<file path="config.mk">
export PLATFORM = sky130hd
export DESIGN_NAME = pifo_sorter
export DESIGN_NICKNAME = d
export VERILOG_FILES = /design/src/rtl/pifo_pkg.sv /design/src/rtl/pifo_sorter_cell.sv /design/src/rtl/pifo_sorter.sv
export SDC_FILE = /design/constraint.sdc
export NUM_CORES = 2
export LEC_CHECK = 0
export CAP_MARGIN = 20
export CORE_MARGIN = 2
export CORE_UTILIZATION = 53
export CTS_CLUSTER_SIZE = 28
export DETAILED_ROUTE_END_ITERATION = 16
export PLACE_DENSITY = 0.7
export SLEW_MARGIN = 0
export SYNTH_ARGS = -nofsm -noshare
export SYNTH_HDL_FRONTEND = slang
export SYNTH_HIERARCHICAL = 1
export SYNTH_SLANG_ARGS = --single-unit
</file>
<file path="constraint.sdc">
create_clock -name clk -period 4.8 [get_ports clk]
set_input_delay 0.72 -clock clk [delete_from_list [all_inputs] [get_ports clk]]
set_output_delay 0.72 -clock clk [all_outputs]
set_load 0.005 [all_outputs]
</file>
<file path="src/rtl/pifo_pkg.sv">
// Shared types and defaults for the register-based PIFO sorter.
package pifo_pkg;

  localparam int RANK_W_DEF = 16;
  localparam int META_W_DEF = 16;
  localparam int DEPTH_DEF  = 16;

  function automatic int cnt_width(input int depth);
    return $clog2(depth + 1);
  endfunction

  localparam int CNT_W_DEF = cnt_width(DEPTH_DEF);

  typedef struct packed {
    logic                  vld;
    logic [RANK_W_DEF-1:0] rank;
    logic [META_W_DEF-1:0] meta;
  } slot_t;

  typedef enum logic [1:0] {
    SEL_HOLD,
    SEL_LEFT,
    SEL_RIGHT,
    SEL_NEW
  } sel_e;

endpackage

</file>
<file path="src/rtl/pifo_sorter_cell.sv">
// One PIFO slot: holds {vld, rank, meta} and picks its next value
// from hold, lower neighbour, upper neighbour or the incoming entry.
module pifo_sorter_cell
  import pifo_pkg::*;
#(
  parameter int RANK_WIDTH = RANK_W_DEF,
  parameter int META_WIDTH = META_W_DEF
) (
  input  logic                  clk,
  input  logic                  rst,
  input  logic                  push,
  input  logic                  pop,
  input  logic [RANK_WIDTH-1:0] rank_in,
  input  logic [META_WIDTH-1:0] meta_in,
  input  logic                  ins_here,
  input  logic                  ins_above,
  input  logic                  gt_prev,
  input  logic                  gt_next,
  input  logic                  l_vld,
  input  logic [RANK_WIDTH-1:0] l_rank,
  input  logic [META_WIDTH-1:0] l_meta,
  input  logic                  r_vld,
  input  logic [RANK_WIDTH-1:0] r_rank,
  input  logic [META_WIDTH-1:0] r_meta,
  output logic                  vld,
  output logic [RANK_WIDTH-1:0] rank,
  output logic [META_WIDTH-1:0] meta,
  output logic                  gt
);

  logic                  vld_q, vld_d;
  logic [RANK_WIDTH-1:0] rank_q, rank_d;
  logic [META_WIDTH-1:0] meta_q, meta_d;
  sel_e                  sel;

  assign gt   = ~vld_q | (rank_in < rank_q);
  assign vld  = vld_q;
  assign rank = rank_q;
  assign meta = meta_q;

  // Push+pop: slot i takes the entry meant for slot i+1 pre-shift.
  always_comb begin
    sel = SEL_HOLD;
    if (push && pop) begin
      if (ins_above)     sel = SEL_NEW;
      else if (!gt_next) sel = SEL_RIGHT;
    end else if (push) begin
      if (ins_here)      sel = SEL_NEW;
      else if (gt_prev)  sel = SEL_LEFT;
    end else if (pop) begin
      sel = SEL_RIGHT;
    end
  end

  always_comb begin
    vld_d  = vld_q;
    rank_d = rank_q;
    meta_d = meta_q;
    unique case (sel)
      SEL_LEFT: begin
        vld_d  = l_vld;
        rank_d = l_rank;
        meta_d = l_meta;
      end
      SEL_RIGHT: begin
        vld_d  = r_vld;
        rank_d = r_rank;
        meta_d = r_meta;
      end
      SEL_NEW: begin
        vld_d  = 1'b1;
        rank_d = rank_in;
        meta_d = meta_in;
      end
      default: ;
    endcase
  end

  always_ff @(posedge clk) begin
    if (rst) begin
      vld_q  <= 1'b0;
      rank_q <= '0;
      meta_q <= '0;
    end else begin
      vld_q  <= vld_d;
      rank_q <= rank_d;
      meta_q <= meta_d;
    end
  end

endmodule

</file>
<file path="src/rtl/pifo_sorter.sv">
// Shift-register PIFO: keeps entries sorted by rank, minimum at slot 0,
// FIFO order among equal ranks.
module pifo_sorter
  import pifo_pkg::*;
#(
  parameter int RANK_WIDTH = RANK_W_DEF,
  parameter int META_WIDTH = META_W_DEF,
  parameter int DEPTH      = DEPTH_DEF,
  parameter int CNT_WIDTH  = CNT_W_DEF
) (
  input  logic                  clk,
  input  logic                  rst,
  input  logic                  in_valid,
  output logic                  in_ready,
  input  logic [RANK_WIDTH-1:0] rank_in,
  input  logic [META_WIDTH-1:0] meta_in,
  output logic                  out_valid,
  input  logic                  out_ready,
  output logic [RANK_WIDTH-1:0] rank_out,
  output logic [META_WIDTH-1:0] meta_out,
  output logic [CNT_WIDTH-1:0]  count,
  output logic                  full
);

  logic [DEPTH-1:0]      vld_w;
  logic [DEPTH-1:0]      gt_w;
  logic [DEPTH:0]        ins;
  logic [RANK_WIDTH-1:0] rank_w [DEPTH];
  logic [META_WIDTH-1:0] meta_w [DEPTH];
  logic [CNT_WIDTH-1:0]  count_q, count_d;
  logic                  push, pop;

  assign full      = (count_q == CNT_WIDTH'(DEPTH));
  assign in_ready  = ~full;
  assign out_valid = vld_w[0];
  assign rank_out  = rank_w[0];
  assign meta_out  = meta_w[0];
  assign count     = count_q;
  assign push      = in_valid & in_ready;
  assign pop       = out_valid & out_ready;

  // gt_w is a thermometer code; its rising edge marks the insert slot.
  assign ins[0]     = gt_w[0];
  assign ins[DEPTH] = ~gt_w[DEPTH-1];
  for (genvar i = 1; i < DEPTH; i++) begin : g_ins
    assign ins[i] = gt_w[i] & ~gt_w[i-1];
  end

  for (genvar i = 0; i < DEPTH; i++) begin : g_cell
    logic                  gt_prev, gt_next, ins_above;
    logic                  l_vld, r_vld;
    logic [RANK_WIDTH-1:0] l_rank, r_rank;
    logic [META_WIDTH-1:0] l_meta, r_meta;

    if (i == 0) begin : g_lo
      // A new minimum during push+pop replaces the popped head.
      assign ins_above = ins[1] | ins[0];
      assign gt_prev   = 1'b0;
      assign l_vld     = 1'b0;
      assign l_rank    = '0;
      assign l_meta    = '0;
    end else begin : g_lo
      assign ins_above = ins[i+1];
      assign gt_prev   = gt_w[i-1];
      assign l_vld     = vld_w[i-1];
      assign l_rank    = rank_w[i-1];
      assign l_meta    = meta_w[i-1];
    end

    if (i == DEPTH-1) begin : g_hi
      assign gt_next = 1'b1;
      assign r_vld   = 1'b0;
      assign r_rank  = '0;
      assign r_meta  = '0;
    end else begin : g_hi
      assign gt_next = gt_w[i+1];
      assign r_vld   = vld_w[i+1];
      assign r_rank  = rank_w[i+1];
      assign r_meta  = meta_w[i+1];
    end

    pifo_sorter_cell #(
      .RANK_WIDTH(RANK_WIDTH),
      .META_WIDTH(META_WIDTH)
    ) u_cell (
      .clk      (clk),
      .rst      (rst),
      .push     (push),
      .pop      (pop),
      .rank_in  (rank_in),
      .meta_in  (meta_in),
      .ins_here (ins[i]),
      .ins_above(ins_above),
      .gt_prev  (gt_prev),
      .gt_next  (gt_next),
      .l_vld    (l_vld),
      .l_rank   (l_rank),
      .l_meta   (l_meta),
      .r_vld    (r_vld),
      .r_rank   (r_rank),
      .r_meta   (r_meta),
      .vld      (vld_w[i]),
      .rank     (rank_w[i]),
      .meta     (meta_w[i]),
      .gt       (gt_w[i])
    );
  end

  always_comb begin
    count_d = count_q;
    unique case (1'b1)
      push && !pop: count_d = count_q + 1'b1;
      pop && !push: count_d = count_q - 1'b1;
      default: ;
    endcase
  end

  always_ff @(posedge clk) begin
    if (rst) count_q <= '0;
    else     count_q <= count_d;
  end

endmodule
</file>
### Word-level counts from Yosys, hierarchy flattened

Index checks and enable logic that the tools add are counted.

* add/sub/neg operators: 2
* order comparisons: 16
* mux-type cells: 144
* equality and inequality tests: 49
* reduce and logical (&&, ||, !) cells: 22
* bitwise gates (word level): 66

Operators by type and width (count)
* one-hot mux 16 bit (3 select lines): 32
* less-than comparator 16 bit: 16
* two-way mux 2 bit: 80
* equality test 2 bit (second input constant): 32
* one-hot mux 1 bit (3 select lines): 16
* nonzero test 3 bit: 16
* equality test 2 x 1 -> 1 bit (second input constant): 16
* inverter 1 bit: 32
* AND 1 bit: 17
* OR 1 bit: 17
* two-way mux 1 bit: 15
* one-hot mux 5 bit (2 select lines): 1
* adder 5 x 1 -> 5 bit (second input constant): 1
* equality test 5 bit (second input constant): 1
* subtractor 5 x 1 -> 5 bit (second input constant): 1
* logical AND 1 bit: 3
* logical NOT 1 bit: 2
* nonzero test 2 bit: 1

* register bits after elaboration: 533
* word-level logic and storage cells: 348

### Logic depth before layout (Yosys ltp)

* word-level depth: 9
* depth in mapped cells: 14

### Hierarchy

The synthesis kept the hierarchy.

By module, submodules not included
* pifo_sorter_cell at g_cell[0].u_cell ...: sequential area each 660.6 um2, cells each 243, area an instance 2338.5 um2, instances 12
* pifo_sorter_cell at g_cell[6].u_cell ...: sequential area each 660.6 um2, cells each 244, area an instance 2332.2 um2, instances 4
* pifo_sorter: sequential area each 100.1 um2, cells each 65, area an instance 483.0 um2, instances 1

### Worst setup path before layout

OpenSTA, ideal clock, no wires.

* path kind: in2reg
* start: input port out_ready
* end: register count_q[4] (netlist: count[4])
* setup time: 0.121 ns
* arrival time: 3.550 ns
* stages: 8
* slack: 1.129 ns
* path buffers: 0
* cell sequence: and2_1 > ha_1 > inv_1 > fa_1 > nand2b_1 > a21oi_2 > mux2i_1 > mux2_2

* word-level cells in the longest chain between the ends: 4

RTL lines
* start: declaration: RTL line pifo_sorter.sv:18 `input logic out_ready,`
* AND 1 bit (*): RTL line pifo_sorter.sv:40 `assign pop = out_valid & out_ready;`
* logical NOT 1 bit: RTL line pifo_sorter.sv:112 `push && !pop: count_d = count_q + 1'b1;`
* logical AND 1 bit: RTL line pifo_sorter.sv:112
* one-hot mux 5 bit (2 select lines) or nonzero test 2 bit (tied branches)
* end signal: assignment: RTL line pifo_sorter.sv:120 `else count_q <= count_d;`
* end: declaration: RTL line pifo_sorter.sv:30 `logic [CNT_WIDTH-1:0] count_q, count_d;`

Mark *: on every way between the ends. The rest lies on a longest branch, timed or not.
A chain may end at the register's enable or synchronous reset.

### Worst setup path after layout

* start: input port rank_in[1]
* end: register g_cell[10].u_cell.meta_q[11]

* word-level cells in the longest chain between the ends: 9

RTL lines
* start: declaration: RTL line pifo_sorter.sv:15 `input logic [RANK_WIDTH-1:0] rank_in,`
* less-than comparator 16 bit (*): RTL line pifo_sorter_cell.sv:36 `assign gt = ~vld_q | (rank_in < rank_q);`
* OR 1 bit (*): RTL line pifo_sorter_cell.sv:36
* named net g_cell[10].gt_prev: RTL line pifo_sorter.sv:50 `logic gt_prev, gt_next, ins_above;`
* inverter 1 bit (*): RTL line pifo_sorter.sv:46 `assign ins[i] = gt_w[i] & ~gt_w[i-1];`
* AND 1 bit (*): RTL line pifo_sorter.sv:46
* named net g_cell[9].ins_above: RTL line pifo_sorter.sv:50
* two-way mux 2 bit (*): RTL line pifo_sorter_cell.sv:48 `if (ins_here) sel = SEL_NEW;`
* two-way mux 2 bit (*): RTL line pifo_sorter_cell.sv:47 `end else if (push) begin`
* two-way mux 2 bit (*): RTL line pifo_sorter_cell.sv:44 `if (push && pop) begin`
* equality test 2 bit or equality test 2 x 1 -> 1 bit (tied branches): RTL line pifo_sorter_cell.sv:59 `unique case (sel)`
* one-hot mux 16 bit (3 select lines) or nonzero test 3 bit (tied branches)
* end signal: assignment: RTL line pifo_sorter_cell.sv:87 `meta_q <= meta_d;`
* end: declaration: RTL line pifo_sorter_cell.sv:33 `logic [META_WIDTH-1:0] meta_q, meta_d;`

Mark *: on every way through the listed nets, which the timed path passes. The rest lies on a longest branch.

==> summary.md <==
| Metric | Value |
|---|---|
| Min Tclk post-route | `around 4400 ps` |
| Diodes inserted | `0` |
| Commonest cells post-synth | `nor2_1 (552), dfxtp_1 (533), mux2i_1 (529)` |
| Fin. max-slew vios | `0` |
| DIE AREA | `73600 sq um` |
| Area leader, netlist | `dfxtp_1` |
| Final setup fails | `0` |
| Initial drt markers | `1567` |
| Met1 Resource Use GR | `between 30% and 40%` |
| GR Util All Layers | `about a quarter` |
| Initial Utilization | `between 50% and 60%` |
| Post-synth EDFFs | `0` |
| Max Cap Violations | `0` |
| RR Startpoint | `g_cell[7].u_cell/rank[1]` |
| Top Usage Layer GRT | `met2` |
| Routed wire length | `slightly below 90000 microns` |
| Vias per cell | `roughly 5.9` |
| XOR/XNOR share of the synthesized area | `less than 1%` |
| Routed wire per std cell | `roughly 18 microns` |
| Number of buffers created by CTS | `61` |
| Crit path launch type | `primary input` |
| Layout fillers | `~6100` |
| Initial antenna violation count | `0` |
| Sink Count | `approximately 530` |
| Hold Startpoint | `g_cell[14].u_cell/meta[9]` |
| Critical Path Start | `rank_in[1]` |
| PnR worst setup slack | `approximately 430 ps` |
| Critical path class | `in2reg` |
| Status | `completed` |
| Pre-antenna DRT Iters | `5` |
| Pleak | `17.1 nW` |
| Met3 usage | `under 10%` |
| IO buf count | `75` |
| GR Layer Usage met2 | `approximately 40%` |
| Routed vias | `a little under 30000` |
| Core area | `between 70000 and 80000 sq um` |
| Die W | `around 270 microns` |
| Clk root buf | `clkbuf_16` |
| Pre-CTS WS | `-188 ps` |
| Cell area after layout | `approximately 42000 sq um` |
| Clock buffer depth | `3` |
| Worst Hold Class | `reg2reg` |
| Largest net degree at the start of global routing | `93` |
| Dpl hpwl | `about 65000 microns` |
| Area growth syn-to-layout | `10.9%` |
| Critical path's slowest cell | `o41ai_1` |
| Post-Synth Simple-Gate Area | `approximately 17%` |
| Grt ovf | `0` |
| #FFs+latches synth | `between 500 and 600` |
| Power per cell area | `roughly 430 nW/um^2` |
| Core Rows | `slightly below 100` |
| CP endpoint kind | `register` |
| Clk_lat worst skew | `approximately 630 ps` |
| First-pass GRT wire length | `about 150000 microns` |
| Layout Nets | `roughly 4300` |
| # IOs | `76` |
| Worst relative slew slack | `~15%` |
| Gate Count Post-Synth | `~4000` |
| Max incr delay on CP | `between 700 and 800 ps` |
| Clock Pin Slew Worst Setup and Hold Paths | `approximately 60 ps` |
| Placement Cell Area | `around 40000 sq um` |
| H-Tree Depth | `2` |
| Share of layout cells above drive strength 1 | `19.3%` |
| RSZ-0062 raised after global routing | `no` |
| Clk_skew | `about 23 ps` |
| # DRC | `0` |
| CTS tree | `yes` |
| Count of hold-fix buffers inserted at cts | `0` |
| Main combinational cell family by area after synthesis | `compound AO/OA/AOI/OAI gates` |
| Detail Route Antenna Nets | `0` |
| Routability cong. | `~0.83` |
| Dominant synthesized flop cell | `dfxtp_1` |
| Final core utilization | `between 50 and 60%` |
| Largest cells by area after synthesis | `dfxtp_1 (28%), a2111oi_2 (18%), mux2i_1 (14%), ha_1 (8.1%), nor3_1 (6.8%)` |
| Area of the mapped netlist | `roughly 38000 sq um` |
| Mux share of post-synthesis cell area | `around 14%` |
| Avg Cell Area, Syn | `about 9.6 sq um` |
| Synth Area in Compound Gates | `24.4%` |
| Number of global-route vias before repair | `around 28000` |
| Max Fclk | `approximately 0.23 GHz` |
| Post-Synth Adder-Cell Area | `under 10%` |
| Die Y-Extent | `271 microns` |
| Seq/Total Area, Yosys | `about 28%` |
| Top-count cell post-synth | `nor2_1` |
| Post-cts resize count | `0` |
| Critical Path RT | `approximately 5300 ps` |
| Number of distinct library cells after synthesis | `43` |
| Async SR Flop Fraction | `0%` |
| Part of the cycle the worst path needs | `between 90 and 100%` |
| Area share of the largest cell type after synthesis | `between 20% and 30%` |
| Worst IR drop on VDD | `between 200 and 300 uV` |
| Setup Buffers After CTS | `0` |
| Synthesis Warnings | `6` |
| Fin. Hold Viols | `0` |
| Crit-path max FO | `21` |
| Critical path, cell by cell | `clkdlybuf4s50_1, buf_12, ha_1, a2111oi_0, a2111oi_0, buf_4, o41ai_1, nor2b_1, or3_4, nand3_4, buf_12, mux2i_1, a2111oi_2` |
| Slew @ Worst Pin | `around 1300 ps` |
| CP arrival | `a little under 5000 ps` |
[final cells by class]
cell class	instances	area (sq um)	area share, %
Multi-Input combinational cell	2921	24300	57.9
Sequential cell	533	10700	25.4
Timing Repair Buffer	233	2860	6.80
Clock buffer	92	1860	4.44
Tap cell	950	1190	2.83
Inverter	249	935	2.23
Clock inverter	17	171	0.408
[registers in the layout, indices dropped and copies added, names as in the netlist]
register / count
count: 5
g_cell.u_cell/rank: 256
g_cell.u_cell/vld: 16
g_cell.u_cell/meta: 256
[worst max-delay path: cells and delay by family]
kind,cells,cell delay [ps]
AO/OA/AOI/OAI,4,1820
buffers and inverters,4,1080
AND/OR/NAND/NOR,3,880
adder cells (fa/ha/maj),1,240
multiplexers,1,100
[kinds of logic (layout without fill, tap and decap cells)]
| kind of cell | count (synthesis) | in the layout |
|---|---|---|
| fa+ha+maj | 245 | 245 |
| other cells | 2 | 69 |
| mux | 530 | 530 |
| compound gates | 769 | 769 |
| xor+xnor | 2 | 2 |
| simple gates | 1306 | 1306 |
| flops | 533 | 533 |
| buf+inv | 570 | 591 |
[per-layer routing]
metal | vias to the layer above | part of all wire (%) | wire length [microns]
met4 | 0 | 2.1 | 1820
met5 | - | 0 | 0
met3 | 115 | 2.8 | 2470
li1 | 15003 | - | -
met2 | 382 | 47 | 41200
met1 | 14070 | 48 | 42900
[worst paths after layout]
path | end | slack [ps] | depth (start not counted)
max reg2reg | g_cell[8].u_cell/meta[13] | 780 | 12
max | g_cell[10].u_cell/meta[11] | 430 | 13
min reg2reg | g_cell[15].u_cell/meta[9] | 520 | 2
min | g_cell[15].u_cell/meta[9] | 520 | 2
[cells in the final DEF (no fill, tap or decap), types with 28 or more instances in the layout]
master           instances
nor2_1                 552
nor2b_1                 31
and3_1                  28
conb_1                  69
inv_1                  249
nand2b_1                33
clkbuf_16               62
a2111oi_1               48
nand3b_1                32
a21oi_1                 75
dfxtp_1                533
buf_4                   85
buf_12                  73
ha_1                   244
nor3_1                 512
nand4_1                 36
mux2i_1                529
a2111oi_2              464
clkdlybuf4s50_1         74
a21o_1                  45
o21a_1                  36
[power breakdown]
| part | internal [W] | switching, W | leakage (nW) | total [W] |
|---|---|---|---|---|
| registers | 0.00536 | 0.000918 | 4.42 | 0.00628 |
| clock network | 0.00281 | 0.00192 | 1.02 | 0.00473 |
| logic | 0.00316 | 0.00390 | 11.6 | 0.00706 |
| total | 0.0113 | 0.00673 | 17.1 | 0.0181 |
[metrics by stage]
step                TNS [ps]  power (W)  std cells  hold WS, ps
floorplan                  0     0.0119       4024          489
global placement        -344     0.0132       4886          507
detailed placement     -6540     0.0134       4886          513
CTS                        0     0.0182       4995          523
global route               0     0.0193       4995          548
finish                     0     0.0181       4995          525
Power figures use the tool's default switching activity.
